==> src/rtl/spi_slave_engine.sv <==
`default_nettype none
// ============================================================================
//  Module  : spi_slave_engine
//  Brief   : SPI responder for all CPOL/CPHA modes; oversamples the pins in the
//            clk domain, MSB-first, back-to-back words within one CS_n window.
//  Revision: 1.0  initial release
// ============================================================================
module spi_slave_engine #(
  parameter int DATA_WIDTH    = 8,
  parameter int COUNTER_WIDTH = 4
) (
  input  logic                  clk,
  input  logic                  rst,
  input  logic                  CPOL,
  input  logic                  CPHA,
  input  logic                  sclk,
  input  logic                  cs_n,
  input  logic                  mosi,
  output logic                  miso,
  output logic                  miso_oe,
  input  logic [DATA_WIDTH-1:0] tx_data,
  input  logic                  tx_load,
  output logic                  tx_ready,
  output logic                  tx_underrun,
  output logic [DATA_WIDTH-1:0] rx_data,
  output logic                  rx_valid,
  output logic                  busy
);

  typedef enum logic [0:0] {
    S_IDLE   = 1'b0,
    S_ACTIVE = 1'b1
  } state_t;

  localparam logic [COUNTER_WIDTH-1:0] c_last_bit = COUNTER_WIDTH'(DATA_WIDTH - 1);
  localparam logic [COUNTER_WIDTH-1:0] c_cnt_one  = COUNTER_WIDTH'(1);

  state_t                   r_state;
  logic                     r_sclk_meta, r_sclk_sync, r_sclk_prev;
  logic                     r_cs_meta, r_cs_sync;
  logic                     r_mosi_meta, r_mosi_sync;
  logic                     r_cpol, r_cpha;
  logic [COUNTER_WIDTH-1:0] r_bit_cnt;
  logic [DATA_WIDTH-2:0]    r_rx_shift;
  logic [DATA_WIDTH-1:0]    r_tx_shift;
  logic [DATA_WIDTH-1:0]    r_tx_buf;
  logic                     r_tx_ready;
  logic                     r_tx_underrun;
  logic [DATA_WIDTH-1:0]    r_rx_data;
  logic                     r_rx_valid;

  logic w_rise, w_fall, w_lead, w_trail, w_sample, w_shift;
  logic w_active, w_last_sample, w_reload, w_accept;

  assign w_rise        = r_sclk_sync & ~r_sclk_prev;
  assign w_fall        = ~r_sclk_sync & r_sclk_prev;
  assign w_lead        = r_cpol ? w_fall : w_rise;
  assign w_trail       = r_cpol ? w_rise : w_fall;
  assign w_sample      = r_cpha ? w_trail : w_lead;
  assign w_shift       = r_cpha ? w_lead : w_trail;
  assign w_active      = (r_state == S_ACTIVE) & ~r_cs_sync;
  assign w_last_sample = w_sample & (r_bit_cnt == c_last_bit);

  // A zero count on a CPHA=0 shift edge can only follow a completed word.
  assign w_reload = ((r_state == S_IDLE) & ~r_cs_sync)
                  | (w_active & ~r_cpha & w_shift & (r_bit_cnt == '0))
                  | (w_active &  r_cpha & w_last_sample);
  assign w_accept = tx_load & (r_tx_ready | w_reload);

  always_ff @(posedge clk or posedge rst) begin
    if (rst) begin
      r_state       <= S_IDLE;
      r_sclk_meta   <= 1'b0;
      r_sclk_sync   <= 1'b0;
      r_sclk_prev   <= 1'b0;
      r_cs_meta     <= 1'b1;
      r_cs_sync     <= 1'b1;
      r_mosi_meta   <= 1'b0;
      r_mosi_sync   <= 1'b0;
      r_cpol        <= 1'b0;
      r_cpha        <= 1'b0;
      r_bit_cnt     <= '0;
      r_rx_shift    <= '0;
      r_tx_shift    <= '0;
      r_tx_buf      <= '0;
      r_tx_ready    <= 1'b1;
      r_tx_underrun <= 1'b0;
      r_rx_data     <= '0;
      r_rx_valid    <= 1'b0;
    end else begin
      r_sclk_meta   <= sclk;
      r_sclk_sync   <= r_sclk_meta;
      r_sclk_prev   <= r_sclk_sync;
      r_cs_meta     <= cs_n;
      r_cs_sync     <= r_cs_meta;
      r_mosi_meta   <= mosi;
      r_mosi_sync   <= r_mosi_meta;
      r_rx_valid    <= 1'b0;
      r_tx_underrun <= 1'b0;

      if (w_reload) begin
        r_tx_shift    <= r_tx_ready ? '0 : r_tx_buf;
        r_tx_underrun <= r_tx_ready;
        r_tx_ready    <= 1'b1;
      end
      // A load coinciding with a reload refills the buffer just emptied.
      if (w_accept) begin
        r_tx_buf   <= tx_data;
        r_tx_ready <= 1'b0;
      end

      case (r_state)
        S_IDLE: begin
          if (!r_cs_sync) begin
            r_state <= S_ACTIVE;
            r_cpol  <= CPOL;
            r_cpha  <= CPHA;
          end
        end
        S_ACTIVE: begin
          if (r_cs_sync) begin
            r_state    <= S_IDLE;
            r_bit_cnt  <= '0;
            r_tx_shift <= '0;
          end else if (w_sample) begin
            r_rx_shift <= {r_rx_shift[DATA_WIDTH-3:0], r_mosi_sync};
            if (w_last_sample) begin
              r_rx_data  <= {r_rx_shift, r_mosi_sync};
              r_rx_valid <= 1'b1;
              r_bit_cnt  <= '0;
            end else begin
              r_bit_cnt <= r_bit_cnt + c_cnt_one;
            end
          end else if (w_shift && (r_bit_cnt != '0)) begin
            r_tx_shift <= r_tx_shift << 1;
          end
        end
        default: r_state <= S_IDLE;
      endcase
    end
  end

  assign miso        = r_tx_shift[DATA_WIDTH-1];
  assign miso_oe     = (r_state == S_ACTIVE);
  assign busy        = (r_state == S_ACTIVE);
  assign tx_ready    = r_tx_ready;
  assign tx_underrun = r_tx_underrun;
  assign rx_data     = r_rx_data;
  assign rx_valid    = r_rx_valid;

endmodule
`default_nettype wire

==> config.mk <==
export PLATFORM = sky130hd
export DESIGN_NAME = spi_slave_engine
export DESIGN_NICKNAME = d
export VERILOG_FILES = /design/src/rtl/spi_slave_engine.sv
export SDC_FILE = /design/constraint.sdc
export NUM_CORES = 1
export LEC_CHECK = 0
export ABC_CLOCK_PERIOD_IN_PS = 2700
export CAP_MARGIN = 20
export CORE_UTILIZATION = 50
export DETAILED_ROUTE_END_ITERATION = 10
export GPL_TIMING_DRIVEN = 0
export PLACE_DENSITY = 0.78
export SETUP_SLACK_MARGIN = 0.3
export SYNTH_ARGS = -nofsm -noshare
export SYNTH_HDL_FRONTEND = slang
export SYNTH_SLANG_ARGS = --single-unit
==> constraint.sdc <==
create_clock -name clk -period 2.7 [get_ports clk]
set_clock_uncertainty 0.15 [all_clocks]
set_input_delay 0.27 -clock clk [delete_from_list [all_inputs] [get_ports clk]]
set_output_delay 0.27 -clock clk [all_outputs]
set_load 0.01 [all_outputs]
==> metrics.cfg <==
[status]
outcome=finished clean

[placement]
dpl.hpwl_um=2750
placed_area_mm2=0.002464
place.gp.congestion=0.7580
port_buffers=29

[global_route]
grt_max_degree=31
grt_antenna_before_repair=0
grt_pass1_wl_um=6196
track_usage=0.1912
overflow=0
grt_pass1_vias=1354

[sta]
fmax_mhz=439.6
fin_crit_ns=2.275
slew_headroom=0.6314
tns_ns=0
finalSetupViolCount=0
hold_violations=0
rsz0062_at_grt=false
period_share=0.8425
tightest_slew_ns=0.5518
slew_viol_final=0

[clocking]
post_cts_resized=0
postCtsSetupBuffers=0
clkTransAtPathRegs_ns=0.08
cts_max_level=2
cts_tree=built
numCtsBuffers=5
clockRootBuffer=clkbuf_8
cts.path.max_buffers=2
postCtsHoldBufs=0
numClockSinks=48
clock_latency_ns=0.29

[routing]
dr.pass1.iters=4
drcViolationCount=0
vias=1300
wl_um=3780
drtIter0Drc=71
wl_per_cell_um=15.43
viasPerCell=5.306
ant_nets=0

[critical_path]
cp_max_fo=8
crit_required_ns=2.73
r2r-start=r_cs_sync
reg2reg_setup_slack_ns=0.43
startpoint_type=flop
timing.rr.end=r_tx_buf[0]
endpoint=r_tx_buf[0]
end_kind=flop
worst-setup-path-type=flop to flop
crit_path_start=r_cs_sync
critPathArrivalTime_ns=2.30
reg2reg_depth=5

[run]
drv_cap=0

[yosys]
synth.distinct_cells=34
synth_area_leaders=dfrtp_1 (54%), mux2_2 (9.2%), mux2_4 (5.7%)
synth.top_cell.area_share=0.5386
async_flop_share=1.000
seq_area_frac_synth=0.5763
synth_area_per_cell_um2=13.32
ys_dominant_reg_cell=dfrtp_1
synth_edf_count=0
netlist_area_mm2=0.002091
syn-instance-count=157
ys_ff_latch=48
syn-num-nets=175
yosysWarnings=0
yosys.area.top_type=dfrtp_1

[die]
fp.dieW_um=66.67
die-area_mm2=0.004444
fp-row-count=23
initial_utilization=0.5227
ios=30
coreArea_mm2=0.004000
chipHeight_um=66.67

[power]
p_leak_uw=0.001154
cellPowerDensity_mw_per_mm2=624.2
vdd_ir_drop_max_uv=424.4

[min_path]
hp-class=primary input to async pin

[layout]
antenna_cells=0
drive_gt1_frac=0.2359
layout_commonest_cell=dfrtp_1
area_growth_pct=21.72
layout_common_cells=dfrtp_1 (45), clkdlybuf4s50_1 (29), mux2_2 (17)
postLayoutCellArea_mm2=0.002545
finish.net_count=212

-- cells by family (layout without fill, tap and decap cells) --
logic type,count (synthesis),after routing,synth area share
xor+xnor,1,1,0.007782
simple gates,40,40,0.1095
compound gates,20,20,0.06883
buf+inv,12,50,0.02753
fa+ha+maj,2,2,0.01197
mux,34,34,0.1981
flops,48,48,0.5763
-- cell type report --
cell class / instances / area, um^2
timing repair buffer: 30 / 310.3
clock inverter: 1 / 5.005
fill: 301 / 1455
tap: 50 / 62.56
clock buffer: 7 / 76.32
buffer: 5 / 31.28
multi-input combinational: 97 / 828.3
sequential: 48 / 1205
inverter: 7 / 26.28
-- cells in the mapped netlist (all sizes together) (2+ instances only) --
master,count
dfrtp,45
ha,2
mux2,25
nor2b,10
buf,3
a21oi,2
inv,7
o21ai,14
dfstp,3
nor2,7
clkbuf,2
nor3b,3
nand2,11
and4bb,2
nand2b,2
mux2i,9
-- worst min-delay path by stage --
stage	from	endpoint	slack, ns	depth (start not counted)
global placement	r_sclk_meta	r_sclk_sync	0.18	0
CTS	rst	rx_valid	0.14	2
floorplan	cs_n	r_cs_meta	0.12	0
finish	rst	rx_valid	0.13	2
detailed placement	r_sclk_meta	r_sclk_sync	0.19	0
global route	rst	rx_valid	0.17	2
-- state kept, by name (all words and copies together) (netlist names), 4 cells and up --
name,cells
rx_data,8
r_tx_buf,8
r_rx_shift,7
r_bit_cnt,4
r_tx_shift,8
-- report_power, final --
| group | switching (uW) | internal [uW] | leakage [uW] |
|---|---|---|---|
| logic | 116 | 170 | 0.000501 |
| clock network | 222 | 182 | 0.0000422 |
| registers | 74.2 | 824 | 0.000611 |
-- metal layers --
layer	wire length (um)	vias to the layer above	track usage
li1	-	610	-
met1	1588	659	0.2202
met2	2017	27	0.3283
met3	136	4	0.05822
met4	38	0	0.07713
met5	0	-	0
-- worst max-delay path, cell delays in order (launching register included) --
cell and delay [ns]:
dfstp_2 0.62, and4bb_2 0.27, mux2i_4 0.24, o311ai_4 0.15, o21ai_4 0.39, mux2_4 0.34
-- metrics by stage --
step | std cells | util | total power (uW) | hold slack [ns] | setup slack (ns)
after floorplan | 157 | - | 1098 | 0.1245 | 0.6459
after global placement | 236 | 0.6109 | 1170 | 0.1850 | 0.3483
after global routing | 245 | 0.6362 | 1665 | 0.1693 | 0.3643
final | 245 | 0.6362 | 1588 | 0.1290 | 0.4254
after detailed placement | 237 | 0.6159 | 1199 | 0.1871 | 0.4309
after CTS | 245 | 0.6362 | 1603 | 0.1394 | 0.4101
Power figures use the tool's default switching activity.
